===== src/rtl/adder_operand_loader.sv =====
// Operand loader: packs a serial stream of DATA_WIDTH-bit words into a SIZE-lane vector for the adder tree.
// Optional early close on in_last is enabled by defining ADDER_LOADER_PARTIAL_EN.
module adder_operand_loader #(
    parameter int SIZE       = 4,
    parameter int DATA_WIDTH = 4,
    localparam int CNT_W     = $clog2(SIZE + 1)
) (
    input  logic                         clk,
    input  logic                         rst_n,
    input  logic                         in_valid,
    output logic                         in_ready,
    input  logic [DATA_WIDTH-1:0]        in_data,
    input  logic                         in_last,
    output logic                         out_valid,
    input  logic                         out_ready,
    output logic [SIZE*DATA_WIDTH-1:0]   out_vector,
    output logic [CNT_W-1:0]             out_count
);

    typedef enum logic [0:0] {
        ST_FILL = 1'b0,
        ST_FULL = 1'b1
    } state_t;

    localparam logic [CNT_W-1:0] LAST_IDX = CNT_W'(SIZE - 1);

    state_t                       r_state;
    logic [CNT_W-1:0]             r_cnt;
    logic [SIZE*DATA_WIDTH-1:0]   r_vector;
    logic                         r_out_valid;
    logic                         r_in_ready;

    state_t                       w_state;
    logic [CNT_W-1:0]             w_cnt;
    logic [SIZE*DATA_WIDTH-1:0]   w_vector;
    logic                         w_out_valid;
    logic                         w_in_ready;
    logic                         w_accept;
    logic                         w_close;

`ifdef ADDER_LOADER_PARTIAL_EN
    logic                         w_early_close;
    assign w_early_close = in_last;
`else
    logic                         w_unused_last;
    logic                         w_early_close;
    assign w_unused_last = in_last;
    assign w_early_close = 1'b0;
`endif

    assign w_accept = in_valid && r_in_ready;

    // Next-state and datapath update for the fill/hold handshake
    always_comb begin
        w_state     = r_state;
        w_cnt       = r_cnt;
        w_vector    = r_vector;
        w_out_valid = r_out_valid;
        w_in_ready  = r_in_ready;
        w_close     = 1'b0;
        case (r_state)
            ST_FILL: begin
                w_in_ready  = 1'b1;
                w_out_valid = 1'b0;
                if (w_accept) begin
                    for (int k = 0; k < SIZE; k++) begin
                        if (r_cnt == CNT_W'(k)) begin
                            w_vector[k*DATA_WIDTH +: DATA_WIDTH] = in_data;
                        end else begin
                            w_vector[k*DATA_WIDTH +: DATA_WIDTH] = r_vector[k*DATA_WIDTH +: DATA_WIDTH];
                        end
                    end
                    w_cnt   = r_cnt + CNT_W'(1);
                    w_close = (r_cnt == LAST_IDX) || w_early_close;
                    if (w_close) begin
                        w_state     = ST_FULL;
                        w_out_valid = 1'b1;
                        w_in_ready  = 1'b0;
                    end else begin
                        w_state     = ST_FILL;
                    end
                end else begin
                    w_state = ST_FILL;
                end
            end
            ST_FULL: begin
                // Vector and count stay frozen until the adder side takes them
                if (r_out_valid && out_ready) begin
                    w_state     = ST_FILL;
                    w_cnt       = {CNT_W{1'b0}};
                    w_vector    = {(SIZE*DATA_WIDTH){1'b0}};
                    w_out_valid = 1'b0;
                    w_in_ready  = 1'b1;
                end else begin
                    w_state     = ST_FULL;
                    w_out_valid = 1'b1;
                    w_in_ready  = 1'b0;
                end
            end
            default: begin
                w_state     = ST_FILL;
                w_cnt       = {CNT_W{1'b0}};
                w_vector    = {(SIZE*DATA_WIDTH){1'b0}};
                w_out_valid = 1'b0;
                w_in_ready  = 1'b0;
            end
        endcase
    end

    // State and output registers
    always_ff @(posedge clk or negedge rst_n) begin
        if (!rst_n) begin
            r_state     <= ST_FILL;
            r_cnt       <= {CNT_W{1'b0}};
            r_vector    <= {(SIZE*DATA_WIDTH){1'b0}};
            r_out_valid <= 1'b0;
            r_in_ready  <= 1'b0;
        end else begin
            r_state     <= w_state;
            r_cnt       <= w_cnt;
            r_vector    <= w_vector;
            r_out_valid <= w_out_valid;
            r_in_ready  <= w_in_ready;
        end
    end

    assign in_ready   = r_in_ready;
    assign out_valid  = r_out_valid;
    assign out_vector = r_vector;
    assign out_count  = r_cnt;

endmodule

===== config.mk =====
export PLATFORM = sky130hd
export DESIGN_NAME = adder_operand_loader
export DESIGN_NICKNAME = d
export VERILOG_FILES = /design/src/rtl/adder_operand_loader.sv
export SDC_FILE = /design/constraint.sdc
export NUM_CORES = 1
export LEC_CHECK = 0
export BUFFER_PORTS_ARGS = -buffer_cell sky130_fd_sc_hd__buf_2
export CORE_UTILIZATION = 44
export CTS_CLUSTER_DIAMETER = 80
export DETAILED_ROUTE_END_ITERATION = 12
export MAX_ROUTING_LAYER = met4
export PLACE_DENSITY = 0.73
export SLEW_MARGIN = 40
export SYNTH_ARGS = -nofsm -noshare
export SYNTH_HDL_FRONTEND = slang
export SYNTH_SLANG_ARGS = --single-unit

===== constraint.sdc =====
create_clock -name clk -period 1.5 [get_ports clk]
set_input_delay 0.15 -clock clk [delete_from_list [all_inputs] [get_ports clk]]
set_output_delay 0.15 -clock clk [all_outputs]
set_load 0.005 [all_outputs]

==> key figures <==
Run status
  • Status: finished, final reports clean

Place
  • Final HPWL DP: 1.52 mm
  • Final GP Congestion: 0.756
  • Port Buffer Count: 28

Route
  • Final WL: 1.98 mm
  • Remaining DRCs: 0
  • Antenna-violating nets left: 0
  • Vias per inst: 5.07
  • Via count: 811
  • First drt pass iteration count: 4
  • First DRT Iteration DRCs: 13
  • Post-DR wirelength/cell: 12.4 um

Timing
  • TNS Setup: 0 ps
  • Hold Vio Cnt, Final: 0
  • Fin. max-slew vios: 0
  • Slew HR: 70.0%
  • Final setup viols: 0
  • Fmax: 700 MHz
  • Final hold slack: 70.9 ps
  • Clock period minus worst slack: 1430 ps
  • Setup Skew: 3.32 ps
  • Final period util: 95.3%
  • RSZ-0062 raised after global routing: false
  • Slew @ Worst Pin: 450 ps

Min path
  • Worst Hold Class: input port to register

Clock tree
  • Post-CTS setup repair buffer count: 0
  • Htree depth: 1
  • CTS tree: yes
  • CTS Buffer Depth: 2
  • Clk slew on worst S/H paths: 110 ps
  • Clk_lat worst skew: 310 ps
  • Post-CTS resize count: 0
  • Root Buffer: clkbuf_4
  • CTS buffer count: 3
  • Sink Count: 21

Critical path
  • Crit path arrival time: 1630 ps
  • Top delay family on crit path: simple AND/OR/NAND/NOR gates
  • Worst path required time: 1700 ps
  • Worst setup SP type: register
  • Slowest cell on crit path: dfrtp_1
  • CP max stage delay: 400 ps
  • Critical path cell sequence: ha_1, ha_1, and4b_1, or2_4
  • WS Path Type: register to register
  • Worst setup EP type: register
  • CP Buf/Inv Count: 0
  • Crit path top cell by count: ha_1
  • Max Fanout on Critical Path: 9

Global routing
  • Grt met1 use: 25.8%
  • Top Usage Layer GRT: met2
  • First-pass GRT wire length: 3.48 mm
  • Pin count of the biggest net entering global routing: 22
  • GRT Total Usage: 19.5%
  • GRT met3 Usage: 3.12%
  • Initial antenna violation count: 0
  • Via count of the first global-routing pass: 787
  • GRT met2 Usage: 29.5%
  • Total gr overflow: 0

Synth
  • Syn nets: 114
  • Unique masters post-synth: 21
  • Post-synthesis mux area share: 1.01%
  • Post-Syn Area: 988 um^2
  • Sequential area share after synthesis: 53.2%
  • Syn Area/Cell: 9.88 um^2
  • Post-synthesis xor/xnor area fraction: 0.886%
  • Main combinational cell family by area after synthesis: simple AND/OR/NAND/NOR gates
  • Mapped Cells: 100
  • Number of synthesized register bits: 21
  • Simple-Gate Fraction of Synth Area: 21.6%
  • Post-Synth Adder-Cell Area: 6.33%
  • Yosys warns: 0
  • Synth Area in Compound Gates: 11.1%

Power and ir drop
  • Clock power share: 12.4%
  • Total power: 2.19 mW
  • Logic pwr share: 46.0%
  • PD cells: 1850 nW/um^2
  • Switching pwr: 0.822 mW
  • Sw Ratio: 37.5%
  • Worst IR Drop VDD: 0.914 mV
  • Pint: 1.37 mW
  • Sequential share of power: 41.6%
  • Leak Pwr: 0.604 nW

Die
  • Die H: 49.4 um
  • Die width: 49.4 um
  • Total die area: 2440 um^2
  • Initial core utilization: 48.4%
  • Row count: 16
  • Ports: 30
  • Core ar.: 2040 um^2

Final layout
  • Area delta synth->final: 20.0%
  • Final nets: 148
  • Multi-input gate area: 405 um^2
  • N_diodes: 0
  • Fillers: 212
  • Register area: 526 um^2
  • Layout cells sized above 1: 30.8%

Run
  • Max-Cap Viols: 0
-- layout by cell type (no fill, tap or decap), drive strengths merged --
cell,n
mux2i,1
nand2,24
o21ai,17
o22ai,2
and4b,1
and4bb,1
buf,32
inv,4
xnor2,1
or2,1
nand3,12
a21oi,1
dlygate4sd3,1
dfrtp,21
nor2b,1
and2,3
clkbuf,4
ha,5
o31ai,1
-- power by group through the flow --
stage | clock, mW | combinational [mW] | sequential, mW
2_1_floorplan | 0 | 0.615 | 0.958
3_3_place_gp | 0 | 0.980 | 0.910
3_5_place_dp | 0 | 1.01 | 0.931
4_1_cts | 0.281 | 1.02 | 0.918
5_1_grt | 0.308 | 1.15 | 0.938
6_report | 0.271 | 1.01 | 0.911
-- path summary, 6_finish.rpt --
kind | start | endpoint | slack, ps | cells past startpoint
min in group asynchronous | rst_n | out_vector[8]$_DFFE_PN0P_ | 310 | 2
worst max register to register | out_count[0]$_DFFE_PN0P_ | out_valid$_DFF_PN0_ | 70 | 4
worst min-delay path | out_ready | out_count[1]$_DFFE_PN0P_ | 70 | 2
max in group asynchronous | rst_n | out_vector[3]$_DFFE_PN0P_ | 880 | 2
worst max-delay path | out_count[0]$_DFFE_PN0P_ | out_valid$_DFF_PN0_ | 70 | 4
worst min register to register | out_vector[2]$_DFFE_PN0P_ | out_vector[2]$_DFFE_PN0P_ | 520 | 2
-- cell usage after synthesis, drive strengths merged --
cell	count	share of area (%)
a21oi	1	0.51
buf	4	4.3
mux2i	1	1.0
inv	4	1.5
or2	1	0.89
dfrtp	21	53
ha	5	6.3
nand2	24	9.1
o31ai	1	0.76
and4bb	1	1.6
o21ai	17	8.6
and2	3	2.3
o22ai	2	1.3
and4b	1	1.0
nor2b	1	0.63
xnor2	1	0.89
nand3	12	6.1
-- final cells by class --
type | count | area share [%]
Tap cell | 27 | 2.85
Clock buffer | 4 | 2.22
Multi-Input combinational cell | 71 | 34.2
Inverter | 4 | 1.27
Timing Repair Buffer | 33 | 15.2
Sequential cell | 21 | 44.3
-- layer usage --
layer	up-vias	routed length (um)
li1	408	-
met1	376	907
met2	22	944
met3	5	87
met4	0	42
met5	-	0
-- cell families (layout without fill, tap and decap cells) --
family	after synthesis	after routing
AOI/OAI and AO/OA	21	21
xor gates and xnor gates	1	1
buffers and inverters	8	41
muxes	1	1
adders and majority gates	5	5
and+or+nand+nor	43	43
DFF	21	21
-- flip-flops by register name (all words and copies together), names as in the netlist --
register	cells
in_ready	1
out_count	3
out_valid	1
out_vector	16
-- through the flow --
stage / setup slack [ps] / util, % / instance area [um^2] / instances
CTS: 55.5 / 58.1 / 1190 / 160
global route: 0.379 / 58.1 / 1190 / 160
floorplan: 36.8 / - / 988 / 100
global placement: 95.8 / 56.3 / 1150 / 155
finish: 70.5 / 58.1 / 1190 / 160
detailed placement: 69.1 / 56.3 / 1150 / 155
-- what timing repair did --
action | 4_1_cts | 5_1_grt
endpoints found under the setup margin | 0 | 0
hold buffers | 1 | 0
hold endpoints to repair | 21 | 0
(Power assumes the default switching activity.)
